$ cat src/rtl/linear_synchronous_fifo.sv
// ---------------------------------------------------------------------------
// LinearSynchronousFifo (module linear_synchronous_fifo)
//
// Purpose:
//   Single-clock FIFO built on a linear (non-wrapping) buffer. Words are
//   written at wrPtr and read at rdPtr. Both pointers only count up. Space
//   freed by reads is reclaimed only when the buffer drains completely. At
//   that point both pointers collapse back to zero.
//
// Parameters:
//   DATA_WIDTH  word width in bits (default 4)
//   DEPTH       number of storage locations, power of two, >= 2 (default 8)
//
// Ports:
//   clk        in   single clock, all state changes on rising edge
//   reset      in   asynchronous, active-low reset
//   wr_en      in   write request
//   rd_en      in   read request
//   data_in    in   write data
//   data_out   out  registered read data (1-cycle latency)
//   full       out  no write can be accepted (wrPtr == DEPTH)
//   empty      out  no stored words remain (rdPtr == wrPtr)
//   overflow   out  sticky write-while-full flag   (LINEAR_FIFO_ERR_FLAGS_EN)
//   underflow  out  sticky read-while-empty flag   (LINEAR_FIFO_ERR_FLAGS_EN)
//
// Optional feature macro: LINEAR_FIFO_ERR_FLAGS_EN
//   Define it to add the sticky overflow/underflow outputs. Leave it
//   undefined to build the plain FIFO without those ports.
// ---------------------------------------------------------------------------
`timescale 1ns/100ps

module linear_synchronous_fifo #(
  parameter int DATA_WIDTH = 4,
  parameter int DEPTH      = 8
) (
  input  logic                  clk,
  input  logic                  reset,
  input  logic                  wr_en,
  input  logic                  rd_en,
  input  logic [DATA_WIDTH-1:0] data_in,
  output logic [DATA_WIDTH-1:0] data_out,
  output logic                  full,
  output logic                  empty
`ifdef LINEAR_FIFO_ERR_FLAGS_EN
  ,
  output logic                  overflow,
  output logic                  underflow
`endif
);

  localparam int AW    = $clog2(DEPTH);
  localparam int PTR_W = AW + 1;
  localparam logic [PTR_W-1:0] PTR_ONE   = PTR_W'(1);
  localparam logic [PTR_W-1:0] PTR_LIMIT = PTR_W'(DEPTH);

  logic [DATA_WIDTH-1:0] mem [DEPTH];

  logic [PTR_W-1:0]      wrPtr_q, wrPtr_d;
  logic [PTR_W-1:0]      rdPtr_q, rdPtr_d;
  logic [DATA_WIDTH-1:0] dataOut_q, dataOut_d;

  logic wrAccept;
  logic rdAccept;
  logic lastWordRead;

  // full looks only at wrPtr. Reads do not free space until the buffer
  // drains and the pointers collapse.
  assign full     = (wrPtr_q == PTR_LIMIT);
  assign empty    = (rdPtr_q == wrPtr_q);
  assign data_out = dataOut_q;

  assign wrAccept = wr_en && !full;
  assign rdAccept = rd_en && !empty;

  // This read takes the last stored word and no new word arrives on the
  // same edge. That is the only moment the buffer can rewind to location 0.
  assign lastWordRead = rdAccept && !wrAccept && ((rdPtr_q + PTR_ONE) == wrPtr_q);

  // Next-state for the pointers and the read data register.
  always_comb begin
    wrPtr_d   = wrPtr_q;
    rdPtr_d   = rdPtr_q;
    dataOut_d = dataOut_q;
    if (wrAccept) begin
      wrPtr_d = wrPtr_q + PTR_ONE;
    end
    if (rdAccept) begin
      dataOut_d = mem[rdPtr_q[AW-1:0]];
      rdPtr_d   = rdPtr_q + PTR_ONE;
    end
    if (lastWordRead) begin
      wrPtr_d = '0;
      rdPtr_d = '0;
    end
  end

  // Pointer and output registers. Reset clears them immediately, which
  // makes every stale word in memory unreachable.
  always_ff @(posedge clk or negedge reset) begin
    if (!reset) begin
      wrPtr_q   <= '0;
      rdPtr_q   <= '0;
      dataOut_q <= '0;
    end else begin
      wrPtr_q   <= wrPtr_d;
      rdPtr_q   <= rdPtr_d;
      dataOut_q <= dataOut_d;
    end
  end

  // Storage is deliberately left out of reset.
  // wrPtr is below DEPTH whenever a write is accepted, so the low bits
  // index the array directly.
  always_ff @(posedge clk) begin
    if (wrAccept) begin
      mem[wrPtr_q[AW-1:0]] <= data_in;
    end
  end

`ifdef LINEAR_FIFO_ERR_FLAGS_EN
  logic overflow_q,  overflow_d;
  logic underflow_q, underflow_d;

  // Sticky error flags. Once set, they stay set until reset.
  assign overflow_d  = overflow_q  || (wr_en && full);
  assign underflow_d = underflow_q || (rd_en && empty);

  always_ff @(posedge clk or negedge reset) begin
    if (!reset) begin
      overflow_q  <= 1'b0;
      underflow_q <= 1'b0;
    end else begin
      overflow_q  <= overflow_d;
      underflow_q <= underflow_d;
    end
  end

  assign overflow  = overflow_q;
  assign underflow = underflow_q;
`endif

endmodule

$ cat config.mk
export PLATFORM = sky130hd
export DESIGN_NAME = linear_synchronous_fifo
export DESIGN_NICKNAME = d
export VERILOG_FILES = /design/src/rtl/linear_synchronous_fifo.sv
export SDC_FILE = /design/constraint.sdc
export NUM_CORES = 1
export LEC_CHECK = 0
export CORE_MARGIN = 2
export CORE_UTILIZATION = 52
export DETAILED_ROUTE_END_ITERATION = 12
export PLACE_DENSITY = 0.74
export SYNTH_ARGS = -nofsm -noshare
export SYNTH_HDL_FRONTEND = slang
export SYNTH_SLANG_ARGS = --single-unit
$ cat constraint.sdc
create_clock -name clk -period 1.7 [get_ports clk]
set_input_delay 0.34 -clock clk [delete_from_list [all_inputs] [get_ports clk]]
set_output_delay 0.34 -clock clk [all_outputs]
set_load 0.1 [all_outputs]
==> flow_summary.rst <==
.. list-table::
   :header-rows: 1

   * - Metric
     - Value
   * - Result of the run
     - finished, violations left
   * - Violations in the final reports
     - setup timing
   * - Max frequency
     - 528 MHz
   * - Port Buf Inserts
     - 13
   * - Gate count of the mapped netlist
     - 137
   * - Area leader, netlist
     - sky130_fd_sc_hd__edfxtp_1
   * - Synthesized net count
     - 148
   * - DR WL/cell
     - 16.9 um
   * - Power per standard cell area
     - 1960 nW/um^2
   * - # clock sinks
     - 44
   * - Starting DRC count in detailed routing
     - 80
   * - Pin slew with the least headroom to its limit
     - 0.591 ns
   * - Total gr overflow
     - 0
   * - Count of nets left with antenna violations after detail routing
     - 0
   * - Hold WC Path Type
     - in2async
   * - Post-detailed-route DRC marker count
     - 0
   * - Max-slew violation total from the final report
     - 0
   * - Area of the core
     - 3740 um^2
   * - Leak
     - 0.982 nW
   * - Number of endpoints failing setup at the final stage
     - 25
   * - Max Cap Violations
     - 0
   * - Initial antenna violation count
     - 0
   * - TritonCTS clock tree
     - yes
   * - Average size of a mapped cell
     - 15.1 um^2
   * - Final number of hold-violating endpoints
     - 0
   * - Total of flip-flops plus latches after synthesis
     - 44
   * - Fraction of power consumed by sequential logic
     - 0.314
   * - Placement-stage cell area
     - 2480 um^2
   * - Clk network pwr share
     - 0.112
   * - Total via count after detailed routing
     - 1252
   * - Total track usage
     - 0.200
   * - Place WS
     - -0.107 ns
   * - Final worst setup slack
     - -0.193 ns
   * - Count of H-tree levels built during CTS
     - 2
   * - Share of post-route cells with drive strength above 1
     - 0.439
   * - TritonCTS Buffers
     - 5
   * - Number of unique standard cell types used by synthesis
     - 33
   * - Chip height
     - 67.0 um
   * - Site row count
     - 22
   * - Synthesized area
     - 2060 um^2
   * - CTS Buffer Depth
     - 2
   * - Power dissipated by switching net loads
     - 0.00233 W
   * - Final period demand of the worst path
     - 1.89 ns
   * - Cell Int Power
     - 0.00301 W
   * - Required time at the worst-slack endpoint
     - 1.36 ns
   * - Number of nets in the layout
     - 190
   * - Clock insertion delay at the later pin of the skew report
     - 0.29 ns
   * - Detailed placement HPWL
     - 2760 um
   * - P&R area growth vs syn
     - 31.8%
   * - Switching share of total power
     - 0.436
   * - Die X
     - 67.0 um
   * - Max-slew headroom
     - 0.605
   * - Wire length after detailed routing
     - 3860 um
   * - CP Max Fanout
     - 4
   * - Final clock skew
     - 0.00868 ns
   * - DIE AREA
     - 4490 um^2
   * - Category of the worst setup path capture point
     - output pin
   * - Hold-fix buffers, CTS
     - 0
   * - Number of search-and-repair iterations in the first detailed-routing pass
     - 4
   * - Flop-to-flop setup slack
     - -0.13 ns
   * - Fraction of power consumed by combinational cells
     - 0.574
   * - Final period utilization
     - 1.11
   * - Count of warnings emitted by yosys
     - 0
   * - Unrepaired setup endpoints after global routing
     - true
   * - Arrival time at the worst endpoint
     - 1.55 ns
   * - I/O pin count
     - 14
   * - Top-area cell type share of the netlist area
     - 0.465
   * - RD Place Congestion
     - 0.825
   * - Largest cells by area after synthesis
     - sky130_fd_sc_hd__edfxtp_1 47%, sky130_fd_sc_hd__dfrtp_1 15%, sky130_fd_sc_hd__mux4_2 8.7%
   * - Maximum number of pins on one net before global-route repair
     - 13
   * - Crit start category
     - flip-flop
   * - Starting Density
     - 0.551
   * - Proportion of synthesized chip area in sequential cells
     - 0.611
   * - Maximum vdd ir drop
     - 1090 uV
   * - Layout Cell Area excl Fill
     - 2720 um^2
   * - Ant diodes
     - 0
   * - WS Path Type
     - reg2out
   * - Clock root buffer
     - sky130_fd_sc_hd__clkbuf_8
   * - Clock transition at the registers of the reported paths
     - 0.08 ns
   * - Global-route wire length before repair
     - 6380 um
   * - Number of global-route vias before repair
     - 1285
   * - Drt via density
     - 5.49
synthesized netlist by cell type:
| cell | number |
|---|---|
| sky130_fd_sc_hd__nor3_1 | 4 |
| sky130_fd_sc_hd__and2b_2 | 1 |
| sky130_fd_sc_hd__buf_2 | 3 |
| sky130_fd_sc_hd__xor2_1 | 2 |
| sky130_fd_sc_hd__inv_1 | 5 |
| sky130_fd_sc_hd__o211ai_2 | 1 |
| sky130_fd_sc_hd__o41ai_4 | 1 |
| sky130_fd_sc_hd__o311ai_4 | 1 |
| sky130_fd_sc_hd__buf_6 | 3 |
| sky130_fd_sc_hd__nand3_1 | 2 |
| sky130_fd_sc_hd__xnor2_1 | 2 |
| sky130_fd_sc_hd__nor3_2 | 1 |
| sky130_fd_sc_hd__a21oi_1 | 1 |
| sky130_fd_sc_hd__buf_4 | 1 |
| sky130_fd_sc_hd__nand2b_1 | 1 |
| sky130_fd_sc_hd__and2_1 | 1 |
| sky130_fd_sc_hd__dfrtp_1 | 12 |
| sky130_fd_sc_hd__nand3b_1 | 1 |
| sky130_fd_sc_hd__xnor2_2 | 1 |
| sky130_fd_sc_hd__xor2_4 | 2 |
| sky130_fd_sc_hd__nor2_1 | 11 |
| sky130_fd_sc_hd__nand2_1 | 21 |
| sky130_fd_sc_hd__mux4_2 | 8 |
| sky130_fd_sc_hd__o21ai_1 | 4 |
| sky130_fd_sc_hd__a31oi_1 | 4 |
| sky130_fd_sc_hd__ha_1 | 3 |
| sky130_fd_sc_hd__o41a_1 | 1 |
| sky130_fd_sc_hd__nor4_1 | 2 |
| sky130_fd_sc_hd__o31ai_2 | 1 |
| sky130_fd_sc_hd__o311ai_1 | 1 |
| sky130_fd_sc_hd__xor2_2 | 2 |
| sky130_fd_sc_hd__edfxtp_1 | 32 |
| sky130_fd_sc_hd__nor4_4 | 1 |
worst paths after layout:
check | startpoint | end | depth (start not counted)
setup / recovery | wrPtr_q[1]$_DFFE_PN0P_ | full | 6
hold / removal | reset | rdPtr_q[0]$_DFFE_PN0P_ | 1
setup reg to reg | wrPtr_q[1]$_DFFE_PN0P_ | rdPtr_q[2]$_DFFE_PN0P_ | 8
hold reg to reg | data_out[3]$_DFFE_PN0P_ | data_out[3]$_DFFE_PN0P_ | 2
max in group asynchronous | reset | wrPtr_q[2]$_DFFE_PN0P_ | 1
min in group clk | data_out[3]$_DFFE_PN0P_ | data_out[3]$_DFFE_PN0P_ | 2
final cells by class:
cell class | count | area, um^2
clock buffers | 7 | 76.3
clock inverters | 1 | 3.75
fillers | 237 | 1020
inverters | 5 | 27.5
multi-input cells | 81 | 863
flip-flops and latches | 44 | 1270
well taps | 48 | 60.1
repair buffers | 42 | 424
what timing repair did:
action,4_1_cts,5_1_grt
setup buffers,4,1
gates resized for setup,13,12
setup endpoints to repair,18,29
gates cloned,0,1
pin swaps,9,8
per-layer routing:
layer	global-route usage	vias to the layer above	wire, um
met1	0.271	647	1690
met5	0	-	0
met2	0.329	17	2040
met4	0.0459	0	33
met3	0.0473	4	99
li1	-	584	-
registers in the layout (all words and copies together) (netlist names):
register	flops
wrPtr_q	4
data_out	4
mem	32
rdPtr_q	4
cell families after synthesis:
group,synth area share
AOI/OAI and AO/OA,0.0721
xor gates and xnor gates,0.0673
adders and majority gates,0.0182
buffers and inverters,0.0364
DFF,0.611
muxes,0.0873
and+or+nand+nor,0.108
cells in the final DEF, fill, tap and decap left out, types with 3 or more instances in the layout:
cell	synthesis	layout
sky130_fd_sc_hd__o21ai_1	4	4
sky130_fd_sc_hd__clkdlybuf4s50_1	0	7
sky130_fd_sc_hd__clkbuf_8	0	5
sky130_fd_sc_hd__dfrtp_2	0	4
sky130_fd_sc_hd__nor4_4	1	3
sky130_fd_sc_hd__xor2_4	2	3
sky130_fd_sc_hd__edfxtp_1	32	32
sky130_fd_sc_hd__a31oi_1	4	4
sky130_fd_sc_hd__nor2_1	11	10
sky130_fd_sc_hd__buf_4	1	23
sky130_fd_sc_hd__nand2_1	21	20
sky130_fd_sc_hd__buf_12	0	6
sky130_fd_sc_hd__dfrtp_1	12	8
sky130_fd_sc_hd__mux4_2	8	8
sky130_fd_sc_hd__buf_6	3	5
power groups by stage:
stage	sequential [W]	clock, W	combinational [W]
after floorplan	0.00189	0	0.00172
after global placement	0.00164	0	0.00269
after detailed placement	0.00166	0	0.00276
after CTS	0.00167	0.000613	0.00294
after global routing	0.00171	0.000660	0.00326
final	0.00168	0.000600	0.00307
critical path, stage by stage, from the launching register on:
cell	delay, ns
sky130_fd_sc_hd__dfrtp_2	0.47
sky130_fd_sc_hd__inv_4	0.06
sky130_fd_sc_hd__ha_4	0.15
sky130_fd_sc_hd__nand3b_1	0.16
sky130_fd_sc_hd__clkinvlp_4	0.14
sky130_fd_sc_hd__buf_6	0.13
sky130_fd_sc_hd__buf_12	0.15
through the flow:
| step | std cells | utilization | TNS [ns] | hold slack (ns) | power [W] |
|---|---|---|---|---|---|
| 2_1_floorplan | 137 | - | -3.38 | 0.0444 | 0.00361 |
| 3_3_place_gp | 214 | 0.661 | -0.139 | 0.571 | 0.00433 |
| 3_5_place_dp | 214 | 0.661 | -0.854 | 0.587 | 0.00442 |
| 4_1_cts | 226 | 0.708 | -0.672 | 0.425 | 0.00522 |
| 5_1_grt | 228 | 0.727 | -3.37 | 0.443 | 0.00564 |
| 6_report | 228 | 0.727 | -1.25 | 0.420 | 0.00535 |
Power figures use the tool's default switching activity.
==> edit: new RTL, same settings <==
Change the parameter `DEPTH` from 8 to 16. Comments in the files are not updated.
--- a/src/rtl/linear_synchronous_fifo.sv
+++ b/src/rtl/linear_synchronous_fifo.sv
@@ -33,3 +33,3 @@
   parameter int DATA_WIDTH = 4,
-  parameter int DEPTH      = 8
+  parameter int DEPTH      = 16
 ) (
Function: changed (a bounded check fails within 10 cycles, from zero or initial values and one cycle with reset low).
==> edit against the unedited design <==
  * The run still ends with setup timing left
  * Critical path type unchanged
  * Maximum frequency down 8.8%
  * Core utilization down 0.71 points
  * Count of clock-buffer cells in the layout up 4
  * Wire length up 100%
  * Sequential cell count up 34
  * Via count up 73%
  * Setup slack worse by 0.18 ns
  * Final area up 77%
  * Total power up 70%
  * Synthesized area up 71%
  * Largest power group unchanged
  * Clock skew up 0.0055 ns
==> edit: results (changes against the unedited design) <==
Setup path
  • End point of the critical path: empty (was full)
  • CP arrival: 1.74 ns (was 1.55 ns)
  • Reg2Reg Capture Point: data_out[0] (was rdPtr_q[2])
  • Critical Path Fanout Max: 2 (was 4)
  • Slack of the worst reg-to-reg path: -0.32 ns (was -0.13 ns)
  • CP startpoint: rdPtr_q[0] (was wrPtr_q[1])
  • Worst R2R Path Depth: 7 (was 8)

GRT
  • First-pass GRT wire length: 12200 um (was 6380 um)
  • Initial antenna violation count: 0 (unchanged)
  • All-Layer GR Usage: 22.6% (was 20.0%)
  • Pin count of the biggest net entering global routing: 20 (was 13)

Synth
  • Post-synthesis async set-or-reset flop share: 17.9% (was 27.3%)
  • Syn_nets: 224 (was 148)
  • Post-synthesis sequential area ratio: 64.2% (was 61.1%)
  • Number of flops mapped to enable cells by yosys: 64 (was 32)
  • Synth top area cells: edfxtp_1 (54%), dfrtp_1 (9.9%), mux4_2 (6.4%) (was edfxtp_1 (47%), dfrtp_1 (15%), mux4_2 (8.7%))
  • Synth cell count leaders: edfxtp_1 (64), nor2_1 (15), dfrtp_1 (14), nand2_1 (13), mux4_2 (10) (was edfxtp_1 (32), nand2_1 (21), dfrtp_1 (12), nor2_1 (11), mux4_2 (8))
  • YS warnings: 0 (unchanged)
  • Synth unique cells: 50 (was 33)

STA
  • Clock skew: 0.0142 ns (was 0.00868 ns)
  • Post-layout worst setup margin: -0.376 ns (was -0.193 ns)
  • Worst-Margin Slew: 0.562 ns (was 0.591 ns)
  • Final setup fails: 24 (was 25)

Drt
  • WL/cell: 21.2 um (was 16.9 um)
  • DRT Pass-1 Iters: 4 (unchanged)
  • DRT iter0 DRCs: 170 (was 80)
  • Vias: 2163 (was 1252)

Worst hold path
  • Tightest Hold Check Type: input port to asynchronous set/reset pin (unchanged)

Power and ir drop
  • Peak VDD IR: 0.756 mV (was 1.09 mV)
  • LEAKAGE: 1.72 nW (was 0.982 nW)

Run status
  • Status: complete, but fails checks (unchanged)
  • Failing checks: setup timing (unchanged)

CTS
  • Worst-path clk slew: around 0.09 ns
  • CTS Buf Count: 9 (was 5)
  • Clk_lat worst skew: 0.37 ns (was 0.29 ns)
  • Root buffer cell: clkbuf_8 (unchanged)
  • H-tree level count: 3 (was 2)
  • CTS max path bufs: 2 (unchanged)

Cells and area
  • Share of post-route cells with drive strength above 1: 50.9% (was 43.9%)
  • Layout Nets: 301 (was 190)
  • Largest register FFs: 64 (was 32)
  • Number of diodes: 0 (unchanged)

Placement
  • Pre-CTS setup slack: -0.193 ns (was -0.107 ns)
  • Hpwl dp: 4750 um (was 2760 um)
  • Port bufs: 13 (unchanged)
  • GP Congestion: 0.811 (was 0.825)
## edit: worst min-delay path by stage
stage / from / end / slack, ns
finish: reset / wrPtr_q[4] / 0.27
global route: reset / wrPtr_q[4] / 0.31
CTS: reset / rdPtr_q[2] / 0.29
detailed placement: data_out[0] / data_out[0] / 0.54
global placement: data_out[3] / data_out[3] / 0.53
floorplan: reset / data_out[0] / 0.04
## edit: critical path, cell delays in order (launching register included)
cell and delay [ns]:
dfrtp_1 0.44, buf_12 0.16, xnor2_4 0.15, nand2_2 0.09, buf_6 0.12, nor4_4 0.18, buf_12 0.21
## edit: timing repair
item                                    4_1_cts  5_1_grt
resized for setup                            34       39
cloned                                        1        0
buffers inserted                             15       13
pin swaps                                    21       17
endpoints found under the setup margin       41       38
## edit: layout make-up
cell class,instances,area [um2]
sequential,78,2280
inverter,3,17.5
clock buffer,11,141
tap,80,100
timing repair buffer,76,756
clock inverter,5,106
multi-input combinational,120,1410
fill,392,1870
## edit: logic make-up (layout without fill, tap and decap cells)
family	Yosys count	after routing	share of synthesized area (%)
compound gates	33	33	8.24
buf+inv	13	95	2.83
xor+xnor	11	11	3.78
fa+ha+maj	5	5	1.77
flops	78	78	64.2
simple gates	54	54	8.06
mux	17	17	11.1
## edit: per-layer routing
layer  share of wire [%]  GRT usage [%]  vias up  routed length [um]
met5                   0              0        -                   0
met4                 2.4           7.10        0                 188
met3                 7.0           6.19       17                 549
met2                  49           34.8       79                3860
met1                  42           31.9     1088                3300
li1                    -              -      979                   -
## edit: report_power, final
group / internal (mW) / leakage (nW) / switching, mW
combinational: 2.26 / 0.857 / 2.41
clock: 1.02 / 0.120 / 0.699
sequential: 2.39 / 0.739 / 0.285
total: 5.67 / 1.72 / 3.40
## edit: per-stage QoR
stage	power (mW)	instances	cell area, um2	TNS (ns)
final	9.07	373	4810	-4.03
after global routing	9.43	373	4810	-5.44
after CTS	8.42	364	4610	-3.81
after detailed placement	6.08	334	4100	-5.86
after global placement	5.99	334	4100	-6.14
after floorplan	4.97	211	3590	-1.37
